## src/rtl/cpu_pipe_pkg.sv

```systemverilog
// Shared pipeline package: per-stage payload widths and packed-field offsets.
// Stages pack their fields into an opaque vector carried by pipe_stage_reg.
package cpu_pipe_pkg;

  localparam int PIPE_DEFAULT_W = 200;

  // Per-stage payload widths
  localparam int IF_ID_W  = 64;   // pc + inst
  localparam int ID_EX_W  = 168;  // pc + inst + two operands + ctrl
  localparam int EX_MEM_W = 168;  // pc + res + hi + lo + ctrl
  localparam int MEM_WB_W = 200;  // pc + res + hi + lo + rdata + ctrl

  // MEM/WB field offsets (LSB positions)
  localparam int MEM_WB_PC_LSB    = 0;
  localparam int MEM_WB_RES_LSB   = 32;
  localparam int MEM_WB_HI_LSB    = 64;
  localparam int MEM_WB_LO_LSB    = 96;
  localparam int MEM_WB_RDATA_LSB = 128;
  localparam int MEM_WB_CTRL_LSB  = 160;
  localparam int MEM_WB_CTRL_W    = 40;

  typedef struct packed {
    logic [MEM_WB_CTRL_W-1:0] ctrl;
    logic [31:0]              rdata;
    logic [31:0]              lo;
    logic [31:0]              hi;
    logic [31:0]              res;
    logic [31:0]              pc;
  } mem_wb_t;

  // Beats held = main valid + skid valid
  function automatic logic [1:0] occ_count(input logic main_v, input logic skid_v);
    return {1'b0, main_v} + {1'b0, skid_v};
  endfunction

endpackage

```

## src/rtl/pipe_data_reg.sv

```systemverilog
// Payload register with load enable; reset/clear zero it only when CLEAR_DATA=1.
// Clear takes priority over load so a flushed beat never lands.
module pipe_data_reg #(
  parameter int DATA_W     = 200,
  parameter bit CLEAR_DATA = 1'b1
) (
  input  logic              clk,
  input  logic              resetn,
  input  logic              clr,
  input  logic              load,
  input  logic [DATA_W-1:0] d,
  output logic [DATA_W-1:0] q
);

  logic [DATA_W-1:0] data_q, data_d;

  always_comb begin
    data_d = data_q;
    if (!resetn || clr) begin
      if (CLEAR_DATA) data_d = '0;
    end else if (load) begin
      data_d = d;
    end
  end

  always_ff @(posedge clk) begin
    data_q <= data_d;
  end

  assign q = data_q;

endmodule

```

## src/rtl/pipe_stage_reg.sv

```systemverilog
// Generic inter-stage pipeline register with valid/ready handshake and flush.
// Define PIPE_STAGE_SKID_EN to add a one-entry skid buffer (registered in_ready).
module pipe_stage_reg
  import cpu_pipe_pkg::*;
#(
  parameter int DATA_W     = PIPE_DEFAULT_W,
  parameter bit CLEAR_DATA = 1'b1
) (
  input  logic              clk,
  input  logic              resetn,
  input  logic              flush,
  input  logic              in_valid,
  output logic              in_ready,
  input  logic [DATA_W-1:0] in_data,
  output logic              out_valid,
  input  logic              out_ready,
  output logic [DATA_W-1:0] out_data,
  output logic [1:0]        occ
);

  logic              out_valid_q, out_valid_d;
  logic              in_fire, out_fire;
  logic              main_load;
  logic [DATA_W-1:0] main_src;

  assign out_fire = out_valid_q && out_ready;
  assign in_fire  = in_valid && in_ready;

`ifdef PIPE_STAGE_SKID_EN
  logic              skid_valid_q, skid_valid_d;
  logic              skid_load;
  logic [DATA_W-1:0] skid_data;

  assign in_ready = !skid_valid_q;

  always_comb begin
    out_valid_d  = out_valid_q;
    skid_valid_d = skid_valid_q;
    main_load    = 1'b0;
    skid_load    = 1'b0;
    main_src     = in_data;
    if (skid_valid_q) begin
      // in_ready is low here; only a drain can move the skid beat forward
      if (out_fire) begin
        main_load    = 1'b1;
        main_src     = skid_data;
        skid_valid_d = 1'b0;
      end
    end else if (in_fire) begin
      if (!out_valid_q || out_ready) begin
        main_load   = 1'b1;
        out_valid_d = 1'b1;
      end else begin
        skid_load    = 1'b1;
        skid_valid_d = 1'b1;
      end
    end else if (out_fire) begin
      out_valid_d = 1'b0;
    end
    if (flush) begin
      out_valid_d  = 1'b0;
      skid_valid_d = 1'b0;
    end
  end

  always_ff @(posedge clk) begin
    if (!resetn) begin
      out_valid_q  <= 1'b0;
      skid_valid_q <= 1'b0;
    end else begin
      out_valid_q  <= out_valid_d;
      skid_valid_q <= skid_valid_d;
    end
  end

  pipe_data_reg #(.DATA_W(DATA_W), .CLEAR_DATA(CLEAR_DATA)) u_skid (
    .clk    (clk),
    .resetn (resetn),
    .clr    (flush),
    .load   (skid_load),
    .d      (in_data),
    .q      (skid_data)
  );

  assign occ = occ_count(out_valid_q, skid_valid_q);
`else
  // Ready path is combinational from out_ready so a stalled stage refills as it drains
  assign in_ready = !out_valid_q || out_ready;
  assign main_src = in_data;

  always_comb begin
    out_valid_d = out_valid_q;
    main_load   = 1'b0;
    if (in_fire) begin
      main_load   = 1'b1;
      out_valid_d = 1'b1;
    end else if (out_fire) begin
      out_valid_d = 1'b0;
    end
    if (flush) out_valid_d = 1'b0;
  end

  always_ff @(posedge clk) begin
    if (!resetn) out_valid_q <= 1'b0;
    else         out_valid_q <= out_valid_d;
  end

  assign occ = occ_count(out_valid_q, 1'b0);
`endif

  pipe_data_reg #(.DATA_W(DATA_W), .CLEAR_DATA(CLEAR_DATA)) u_main (
    .clk    (clk),
    .resetn (resetn),
    .clr    (flush),
    .load   (main_load),
    .d      (main_src),
    .q      (out_data)
  );

  assign out_valid = out_valid_q;

endmodule

```

## config.mk

```make
export PLATFORM = sky130hd
export DESIGN_NAME = pipe_stage_reg
export DESIGN_NICKNAME = d
export VERILOG_FILES = /design/src/rtl/cpu_pipe_pkg.sv /design/src/rtl/pipe_data_reg.sv /design/src/rtl/pipe_stage_reg.sv
export SDC_FILE = /design/constraint.sdc
export NUM_CORES = 1
export LEC_CHECK = 0
export ABC_CLOCK_PERIOD_IN_PS = 3700
export BUFFER_PORTS_ARGS = -buffer_cell sky130_fd_sc_hd__buf_2
export CORE_ASPECT_RATIO = 1.4
export CORE_MARGIN = 4
export CORE_UTILIZATION = 30
export DETAILED_ROUTE_END_ITERATION = 10
export GPL_TIMING_DRIVEN = 1
export SYNTH_ARGS = -nofsm -noshare
export SYNTH_HDL_FRONTEND = slang
export SYNTH_HIERARCHICAL = 1
export SYNTH_SLANG_ARGS = --single-unit
```

## constraint.sdc

```tcl
create_clock -name clk -period 3.7 [get_ports clk]
set_clock_uncertainty 0.05 [all_clocks]
set_input_delay 0.185 -clock clk [delete_from_list [all_inputs] [get_ports clk]]
set_output_delay 0.185 -clock clk [all_outputs]
set_load 0.01 [all_outputs]
```

==> flow_metrics.env, run 1 <==
export IMPL_finalHoldViolations=0
export IMPL_grt_usage_pct=16.9
export IMPL_cts_resized=0
export IMPL_drc=0
export IMPL_fill_cells=2108
export IMPL_fin_crit_sh_pct=55.7
export IMPL_num_io_pins=409
export IMPL_startpoint="out_valid"
export IMPL_max_freq_ghz=0.486
export IMPL_die_area_um2=26800
export IMPL_synth_seq_cells=201
export IMPL_rr_startpoint="out_valid"
export IMPL_dieHeight_um=192
export IMPL_synth_warning_count=6
export IMPL_cts_root_buf="clkbuf_16"
export IMPL_vias=6840
export IMPL_setup_tns_ns=0
export IMPL_async_flop_share_pct=0
export IMPL_synth_area_leader_cell="dfxtp_1"
export IMPL_core_area_um2=23900
export IMPL_ys_seq_area_share_pct=55.4
export IMPL_place_area_um2=9370
export IMPL_gp_congestion=0.807
export IMPL_slew_headroom_pct=41.9
export IMPL_die_width_um=140
export IMPL_rows=67
export IMPL_antenna_found_initial=0
export IMPL_finalSetupViolCount=0
export IMPL_cp_required_ns=3.98
export IMPL_clk_pin_slew_ns=0.06
export IMPL_clkPwrFrac_pct=40.6
export IMPL_synth_top_area_share_pct=55.4
export IMPL_synthFlopType="dfxtp_1"
export IMPL_finalWirelength_um=24100
export IMPL_worstMarginPinSlew_ns=0.872
export IMPL_synth_most_common_cell="dfxtp_1"
export IMPL_yosys_top_cells_area="dfxtp_1 55%, mux2i_1 28%, nor2_1 10%, buf_8 4.1%, clkbuf_1 0.72%"
export IMPL_htree_levels=1
export IMPL_synth_enable_flop_cells=0
export IMPL_worstSetupStartpointType="flip-flop"
export IMPL_syn_to_final_growth_pct=65.8
export IMPL_criticalPathCategory="reg -> reg"
export IMPL_fin_nets=1453
export IMPL_status="complete, no violations"
export IMPL_clk_latency_ns=0.48
export IMPL_clockBufferDepth=3
export IMPL_grt_pass1_wl_um=37500
export IMPL_cts_tree="done"
export IMPL_cts_buffers=20
export IMPL_io_buffers=407
export IMPL_end_kind="flip-flop"
export IMPL_clkSinkCount=201
export IMPL_viasPerCell=4.36
export IMPL_routedWlPerCell_um=15.4
export IMPL_slew_violations=0
export IMPL_p_sw_share_pct=23.2
export IMPL_syn_inst=654
export IMPL_ant_nets=0
export IMPL_first_iter_violations=196
export IMPL_drtPass1Iterations=5
export IMPL_cp_max_fo=55
export IMPL_worstHoldStart="resetn"
export IMPL_p_comb_share_pct=14.1
export IMPL_post_synth_cell_area_avg_um2=11.1
export IMPL_rsz0062_at_grt="false"
export IMPL_maxCapViolCount=0
export IMPL_power_density_nw_per_um2=416
export IMPL_hold_worst_slack_ns=0.239
export IMPL_synth_top_cells_by_count="201 x dfxtp_1, 200 x mux2i_1, 200 x nor2_1"
export IMPL_drive_above_1_share_pct=35.8
export IMPL_synth_cell_types=15
export IMPL_p_sw_w=0.00116
export IMPL_hold_class="in -> reg"
export IMPL_min_period_ns=2.06
export IMPL_p_int_w=0.00385
export IMPL_fin_area_um2=12100
export IMPL_ir_drop_uv=300
export IMPL_start_util_pct=30.4
export IMPL_post_dp_hpwl_um=14900
export IMPL_worstPathArrival_ns=2.34
export IMPL_syn_cell_area_um2=7270
export IMPL_diodes=0
export IMPL_grt_ovfl_total=0
export IMPL_synth_net_count=859
export IMPL_grt_pass1_vias=7235
export IMPL_cellLeakagePower_nw=6.15
export IMPL_grt_max_degree=118
export IMPL_p_seq_share_pct=45.3
==> logic make-up (layout without fill, tap and decap cells) <==
group	after synthesis	in the layout	share of synthesized area, %
compound gates	1	1	0.121
buf+inv	47	653	6.11
flops	201	201	55.4
mux	200	200	27.5
other cells	1	1	0.0516
simple gates	204	204	10.8
==> final timing paths <==
check        slack (ns)            end  cells after the start
max                1.64   u_main/q[60]                      5
min                0.24  u_main/q[120]                      4
max reg2reg        1.64   u_main/q[60]                      5
min reg2reg        0.44   u_main/q[85]                      2
==> worst max-delay path, stage by stage (launching register included) <==
cell	delay, ns
dfxtp_1	0.35
nand2b_4	0.09
and2_4	0.58
buf_12	0.40
mux2i_1	0.29
nor2_1	0.07
==> power groups by stage <==
stage	Clock [W]	Combinational, W	Sequential (W)
3_3_place_gp	0	0.000522	0.00232
2_1_floorplan	0	0.000295	0.00235
3_5_place_dp	0	0.000527	0.00232
5_1_grt	0.00218	0.000766	0.00228
6_report	0.00204	0.000706	0.00227
4_1_cts	0.00211	0.000699	0.00227
==> placed cells by master (no fill, tap or decap) <==
cell type and n:
clkbuf_16 21, dfxtp_1 201, conb_1 1, bufinv_16 1, dlygate4sd3_1 202, mux2i_1 200
clkinv_2 3, clkbuf_8 6, nand2b_1 1, nand2b_4 2, and2_4 1, buf_4 6
buf_2 407, buf_12 3, inv_1 1, a21oi_2 1, nor2_1 200, clkbuf_1 3
==> flip-flops by register name (all words and copies together) (netlist names) <==
name       count
u_main/q     200
out_valid      1
==> routing by layer <==
layer	GRT usage, %	vias up	wire, µm
met5	0	-	0
met4	7.20	0	897
met3	5.50	51	2470
met2	29.9	357	11700
met1	18.5	3092	9070
li1	-	3340	-
==> what timing repair did <==
item | in CTS | in global routing
hold buffers | 202 | 0
hold endpoints to repair | 201 | 0
endpoints found under the setup margin | 0 | 0
setup buffers | 0 | 0
==> metrics by stage <==
stage | utilization, % | power [W] | setup slack [ns] | cells
6_report | 50.4 | 0.00502 | 1.64 | 1570
5_1_grt | 50.4 | 0.00523 | 1.54 | 1570
4_1_cts | 50.4 | 0.00508 | 1.70 | 1570
3_5_place_dp | 39.2 | 0.00285 | 1.71 | 1334
3_3_place_gp | 39.2 | 0.00284 | 1.76 | 1334
2_1_floorplan | - | 0.00265 | 2.36 | 654
==> layout make-up <==
type | count | area, µm² | area share, %
Tap cell | 310 | 388 | 3.22
Sequential cell | 201 | 4020 | 33.4
Clock buffer | 30 | 619 | 5.14
Inverter | 1 | 3.75 | 0.0311
Clock inverter | 4 | 45.0 | 0.374
Timing Repair Buffer | 618 | 4160 | 34.6
Multi-Input combinational cell | 406 | 2810 | 23.3
Note: power is estimated with default switching activity, not from simulation.
==> run 2: changes to the inputs <==
--- a/config.mk
+++ b/config.mk
@@ -5,7 +5,7 @@
 export SDC_FILE = /design/constraint.sdc
 export NUM_CORES = 1
 export LEC_CHECK = 0
-export ABC_CLOCK_PERIOD_IN_PS = 3700
+export ABC_CLOCK_PERIOD_IN_PS = 1900
 export BUFFER_PORTS_ARGS = -buffer_cell sky130_fd_sc_hd__buf_2
 export CORE_ASPECT_RATIO = 1.4
 export CORE_MARGIN = 4
==> constraint.sdc (replaced) <==
create_clock -name clk -period 1.9 [get_ports clk]
set_clock_uncertainty 0.05 [all_clocks]
set_input_delay 0.095 -clock clk [delete_from_list [all_inputs] [get_ports clk]]
set_output_delay 0.095 -clock clk [all_outputs]
set_load 0.01 [all_outputs]
==> run 2 against run 1 <==
Combinational power up 100%. Setup slack got worse by 1.3 ns. First-iteration DRC count down 8.2%. Global-route usage grew 0.084 points. Die area did not move. Register-to-register slack got worse by 1.3 ns. Utilization increased by 0.92 points. Final area rose by 1.8%. Sequential power up 95%. Cell count is 1.1% higher. Via count grew 0.82%. Clock power rose by 110%.
==> flow_metrics.env, run 2 (synthesized netlist as in run 1, its figures left out) <==
export IMPL_clockBufferDepth=3
export IMPL_cts_tree="done"
export IMPL_start_util_pct=30.4
export IMPL_grt_pass1_vias=7313
export IMPL_drtPass1Iterations=4
export IMPL_criticalPathCategory="reg -> reg"
export IMPL_max_freq_ghz=0.628
export IMPL_finalSetupViolCount=0
export IMPL_whs_path_depth=4
export IMPL_maxCapViolCount=0
export IMPL_rsz0062_at_grt="false"
export IMPL_worst_r2r_setup_slack_ns=0.31
export IMPL_critPathMaxStageDelay_ns=0.34
export IMPL_r2r_cells=6
export IMPL_worstHoldStart="flush"
export IMPL_dieHeight_um=192
export IMPL_setup_tns_ns=0
export IMPL_final_common_cell="buf_2"
export IMPL_hold_worst_slack_ns=0.196
export IMPL_slowest_stage="dfxtp_1"
export IMPL_worstPathArrival_ns=1.90
export IMPL_cts_buffers=22
export IMPL_gp_congestion=0.805
export IMPL_fin_nets=1467
export IMPL_hold_class="in -> reg"
export IMPL_grt_max_degree=85
export IMPL_status="complete, no violations"
export IMPL_worstReg2RegEnd="u_main/q[30]"
export IMPL_crit_top_cell="buf_12"
export IMPL_grt_usage_pct=17.0
export IMPL_drive_above_1_share_pct=36.3
export IMPL_cts_resized=0
export IMPL_power_w=0.0101
export IMPL_finalWirelength_um=24200
export IMPL_rows=67
export IMPL_clk_latency_ns=0.49
export IMPL_fin_util_pct=51.4
export IMPL_crit_chain="nand2b_4, and2_4, buf_12, buf_12, mux2i_1, nor2_1"
export IMPL_drc=0
export IMPL_cp_max_fo=24
export IMPL_antenna_found_initial=0
export IMPL_first_iter_violations=180
export IMPL_grt_ovfl_total=0
export IMPL_cp_required_ns=2.21
export IMPL_slew_violations=0
export IMPL_grt_pass1_wl_um=37700
export IMPL_die_width_um=140
export IMPL_min_period_ns=1.59
export IMPL_fin_crit_sh_pct=83.8
export IMPL_post_dp_hpwl_um=15400
export IMPL_ant_nets=0
export IMPL_rr_startpoint="out_valid"
export IMPL_fill_cells=2032
export IMPL_vias=6896
export IMPL_viasPerCell=4.35
export IMPL_place_ws_ns=0.394
export IMPL_setup_slack_ns=0.308
export IMPL_htree_levels=1
export IMPL_finalHoldViolations=0
export IMPL_largest_reg_flops=200
export IMPL_die_area_um2=26800
export IMPL_post_cts_buffers=0
export IMPL_power_density_nw_per_um2=826
export IMPL_clk_pin_slew_ns=0.06
export IMPL_most_common_layout_cells="407 x buf_2, 204 x dlygate4sd3_1, 201 x dfxtp_1"
export IMPL_syn_to_final_growth_pct=68.8
export IMPL_core_area_um2=23900
export IMPL_routedWlPerCell_um=15.2
export IMPL_diodes=0
export IMPL_end_kind="flip-flop"
export IMPL_clkSinkCount=201
export IMPL_min_to="u_main/q[103]"
export IMPL_cts_root_buf="clkbuf_16"
export IMPL_num_io_pins=409
export IMPL_ir_drop_uv=729
export IMPL_io_buffers=407
export IMPL_worstSetupStartpointType="flip-flop"
export IMPL_cellLeakagePower_nw=6.26
[run 2: cell count changes in the layout (fill, tap and decap cells not counted), sizes merged]
cell / previous run / this run
inv: 1 / 2
clkinv: 3 / 2
clkbuf: 30 / 35
dlygate4sd3: 202 / 204
buf: 416 / 426
[run 2: what timing repair did]
action | CTS | global route
hold buffers | 204 | 0
endpoints found under the setup margin | 0 | 0
hold endpoints to repair | 201 | 0
[run 2: routing by layer]
layer / track usage [%] / routed length [µm] / share of wire, % / vias to the layer above
met5: 0 / 0 / 0 / -
met4: 6.23 / 788 / 3.3 / 0
met3: 5.70 / 2540 / 11 / 47
met2: 30.0 / 11600 / 48 / 368
met1: 18.9 / 9210 / 38 / 3114
li1: - / - / - / 3367
[run 2: cell type report]
| cell class | count | area [µm²] | area share [%] |
|---|---|---|---|
| clock buffers | 35 | 691 | 5.63 |
| clock inverters | 4 | 48.8 | 0.398 |
| inverters | 1 | 3.75 | 0.0306 |
| multi-input cells | 406 | 2810 | 22.9 |
| flip-flops and latches | 201 | 4020 | 32.8 |
| well taps | 310 | 388 | 3.16 |
| repair buffers | 630 | 4310 | 35.1 |
[run 2: report_power, final]
part / switching (W) / internal [W] / leakage (nW)
clock: 0.00167 / 0.00262 / 0.366
combinational: 0.000608 / 0.000803 / 4.26
sequential: 0.0000715 / 0.00436 / 1.64
total: 0.00235 / 0.00778 / 6.26
[run 2: critical path: cells and delay by family, from the launching register on]
kind	cells	cell delay, ns
buffers and inverters	2	0.41
muxes	1	0.26
and+or+nand+nor	3	0.37
DFF	1	0.34
[run 2: worst max-delay path by stage]
stage               from             to  slack (ns)  cells after the start
2_1_floorplan  out_valid    u_main/q[0]        0.56                      6
3_3_place_gp   out_valid  u_main/q[162]        0.45                      6
3_5_place_dp   out_valid   u_main/q[22]        0.39                      6
4_1_cts        out_valid  u_main/q[194]        0.36                      6
5_1_grt        out_valid  u_main/q[193]        0.24                      6
6_report       out_valid   u_main/q[30]        0.31                      6
[run 2: through the flow]
| step | instances | area [µm²] |
|---|---|---|
| finish | 1587 | 12300 |
| floorplan | 654 | 7270 |
| global placement | 1344 | 9490 |
| detailed placement | 1344 | 9490 |
| global route | 1587 | 12300 |
| CTS | 1587 | 12300 |
==> run 3: changes to the inputs <==
--- a/config.mk
+++ b/config.mk
@@ -5,7 +5,8 @@
 export SDC_FILE = /design/constraint.sdc
 export NUM_CORES = 1
 export LEC_CHECK = 0
-export ABC_CLOCK_PERIOD_IN_PS = 1900
+export ABC_AREA = 1
+export ABC_CLOCK_PERIOD_IN_PS = 1340
 export BUFFER_PORTS_ARGS = -buffer_cell sky130_fd_sc_hd__buf_2
 export CORE_ASPECT_RATIO = 1.4
 export CORE_MARGIN = 4
==> constraint.sdc (replaced) <==
create_clock -name clk -period 1.34 [get_ports clk]
set_clock_uncertainty 0.05 [all_clocks]
set_input_delay 0.067 -clock clk [delete_from_list [all_inputs] [get_ports clk]]
set_output_delay 0.067 -clock clk [all_outputs]
set_load 0.01 [all_outputs]
==> run 3 against run 2 <==
The flow now finishes with violations (negative setup slack). Non-clock buffer count up 42. Critical path depth unchanged. Clock power is 35% higher. Combinational power rose by 60%. Die area rose by 2.0%. Global-route usage up 1.6 points. Clock-buffer cell count fell by 4. Total power rose by 41%. Final area is 6.2% higher. Critical endpoint is now u_main/q[121].
==> flow_metrics.env, run 3 <==
export IMPL_place_inst=1577
export IMPL_dieHeight_um=194
export IMPL_synth_mux_area_share_pct=0
export IMPL_clkSinkCount=201
export IMPL_die_width_um=141
export IMPL_final_common_cell="buf_2"
export IMPL_use_met3_pct=3.63
export IMPL_yosys_top_cells_area="dfxtp_1 54%, nand2_1 20%, a21oi_1 11%, a21oi_2 4.7%, buf_8 4.0%"
export IMPL_instances_no_fill=1830
export IMPL_power_density_nw_per_um2=1100
export IMPL_first_iter_violations=343
export IMPL_slew_violations=0
export IMPL_grt_ovfl_total=0
export IMPL_p_seq_share_pct=43.7
export IMPL_rsz0062_at_grt="true"
export IMPL_synth_area_leader_cell="dfxtp_1"
export IMPL_synth_net_count=1085
export IMPL_synth_compound_area_share_pct=15.7
export IMPL_clkPwrFrac_pct=40.5
export IMPL_synth_top_area_share_pct=54.2
export IMPL_synth_fa_ha_area_share_pct=0
export IMPL_cellLeakagePower_nw=5.97
export IMPL_setup_tns_ns=-0.0259
export IMPL_slowest_stage="dfxtp_2"
export IMPL_p_sw_w=0.00348
export IMPL_rr_startpoint="out_valid"
export IMPL_post_dp_hpwl_um=17800
export IMPL_finalWirelength_um=28800
export IMPL_yosys_area_share_simple_pct=20.4
export IMPL_max_freq_ghz=0.732
export IMPL_clockBufferDepth=3
export IMPL_grt_use_met1_pct=20.5
export IMPL_gp_congestion=0.813
export IMPL_post_synth_cell_area_avg_um2=8.43
export IMPL_p_sw_share_pct=24.3
export IMPL_syn_inst=880
export IMPL_core_area_um2=24100
export IMPL_synth_seq_cells=201
export IMPL_cp_required_ns=1.70
export IMPL_largest_reg_flops=200
export IMPL_worstHoldStart="in_data[31]"
export IMPL_worstPathArrival_ns=1.73
export IMPL_p_int_w=0.0109
export IMPL_finalSetupViolCount=1
export IMPL_worst_path_buf_inv=3
export IMPL_cts_tree="done"
export IMPL_drive_above_1_share_pct=39.0
export IMPL_synth_most_common_cell="nand2_1"
export IMPL_cp_top_family="buffers and inverters"
export IMPL_viasPerCell=4.58
export IMPL_async_flop_share_pct=0
export IMPL_criticalPathCategory="reg -> reg"
export IMPL_die_area_um2=27300
export IMPL_grt_use_met2_pct=33.5
export IMPL_routedWlPerCell_um=15.7
export IMPL_end_kind="flip-flop"
export IMPL_synth_cell_types=12
export IMPL_fin_crit_sh_pct=102
export IMPL_grt_busiest_layer="met2"
export IMPL_synth_enable_flop_cells=0
export IMPL_cts_root_buf="clkbuf_16"
export IMPL_grt_usage_pct=18.5
export IMPL_syn_cell_area_um2=7420
export IMPL_drtPass1Iterations=5
export IMPL_p_comb_share_pct=15.8
export IMPL_num_io_pins=409
export IMPL_violations="negative setup slack"
export IMPL_clk_pin_slew_ns=0.06
export IMPL_status="finished with violations"
export IMPL_fin_nets=1711
export IMPL_grt_pass1_vias=8395
export IMPL_ys_seq_area_share_pct=54.2
export IMPL_start_util_pct=30.7
export IMPL_drc=0
export IMPL_grt_pass1_wl_um=42200
export IMPL_worstSetupStartpointType="flip-flop"
export IMPL_synth_xor_area_share_pct=0
export IMPL_power_w=0.0143
export IMPL_antenna_found_initial=2
export IMPL_synthFlopType="dfxtp_1"
export IMPL_rows=67
export IMPL_hold_worst_slack_ns=0.320
export IMPL_cp_max_fo=13
export IMPL_clk_latency_ns=0.49
export IMPL_htree_levels=1
export IMPL_grt_max_degree=40
export IMPL_vias=8380
export IMPL_most_common_layout_cells="407 x buf_2, 395 x nand2_1, 205 x dlygate4sd3_1"
export IMPL_hold_class="in -> reg"
export IMPL_ir_drop_uv=1090
export IMPL_cts_buffers=20
export IMPL_synth_top_family_by_area="simple AND/OR/NAND/NOR gates"
export IMPL_io_buffers=407
export IMPL_syn_to_final_growth_pct=75.6
export IMPL_maxCapViolCount=0
export IMPL_synth_warning_count=6
export IMPL_ant_nets=0
export IMPL_synth_top_cells_by_count="402 x nand2_1, 201 x dfxtp_1, 162 x a21oi_1"
export IMPL_critPathMaxStageDelay_ns=0.33
export IMPL_setup_slack_ns=-0.0259
export IMPL_min_period_ns=1.37
export IMPL_finalHoldViolations=0
export IMPL_startpoint="out_valid"
export IMPL_crit_chain="a21oi_4, buf_12, buf_16, clkbuf_16, nand2_1, a21oi_1"
run 3: cell types whose count changed in the layout (fill, tap and decap cells not counted), moves of 3 or more:
cell       delta
nand2_1     +395
mux2i_1     -200
nor2_1      -200
a21oi_1     +116
a21oi_2      +84
buf_4        +11
buf_6         +8
buf_12        +7
clkbuf_16     +7
nand2_2       +7
buf_16        +6
clkbuf_8      -3
run 3: power groups by stage:
| stage | clock network (W) | logic, W | registers, W |
|---|---|---|---|
| 6_report | 0.00580 | 0.00226 | 0.00626 |
| 5_1_grt | 0.00618 | 0.00243 | 0.00628 |
| 4_1_cts | 0.00600 | 0.00204 | 0.00626 |
| 3_3_place_gp | 0 | 0.00154 | 0.00639 |
| 2_1_floorplan | 0 | 0.000759 | 0.00648 |
| 3_5_place_dp | 0 | 0.00155 | 0.00639 |
run 3: final cells by class:
class	instances	area, µm²
Multi-Input combinational cell	606	2880
Inverter	5	35.0
Tap cell	310	388
Timing Repair Buffer	672	5020
Fill cell	2089	11100
Clock inverter	3	68.8
Antenna cell	2	5.00
Sequential cell	201	4030
Clock buffer	31	603
run 3: tightest hold or removal path, cell delays in order:
cell	delay (ns)
dlygate4sd3_1	0.52
buf_2	0.11
nand2_1	0.05
a21oi_1	0.05
run 3: kinds of logic (layout without fill, tap and decap cells):
kind of cell | after synthesis | after routing
AOI/OAI and AO/OA | 202 | 202
buffers and inverters | 73 | 711
other | 1 | 3
DFF | 201 | 201
and+or+nand+nor | 403 | 403
run 3: worst paths after layout:
kind                                       to  slack, ns  cells past startpoint
worst max-delay path            u_main/q[121]      -0.03                      6
worst min-delay path             u_main/q[31]       0.32                      4
worst max register to register  u_main/q[121]      -0.03                      6
worst min register to register   u_main/q[91]       0.41                      2
run 3: per-layer routing:
metal,routed length [µm],vias to the layer above
met5,0,-
met4,1310,0
met3,1950,89
met2,14500,372
met1,11000,3867
li1,-,4052
run 3: through the flow:
| step | setup slack, ns | instance area (µm²) | util [%] |
|---|---|---|---|
| floorplan | 0.0225 | 7420 | - |
| global placement | -0.0232 | 9770 | 40.5 |
| detailed placement | -0.0675 | 9770 | 40.5 |
| CTS | -0.00580 | 12500 | 51.8 |
| global route | -0.0587 | 13000 | 54.0 |
| finish | -0.0259 | 13000 | 54.0 |
run 3: timing repair:
item / 4_1_cts / 5_1_grt
endpoints found under the hold margin: 201 / 0
endpoints found under the setup margin: 111 / 113
hold buffers: 205 / 0
cloned: 0 / 11
pin swaps: 1 / 47
gates resized for setup: 1 / 67
setup buffers: 1 / 0
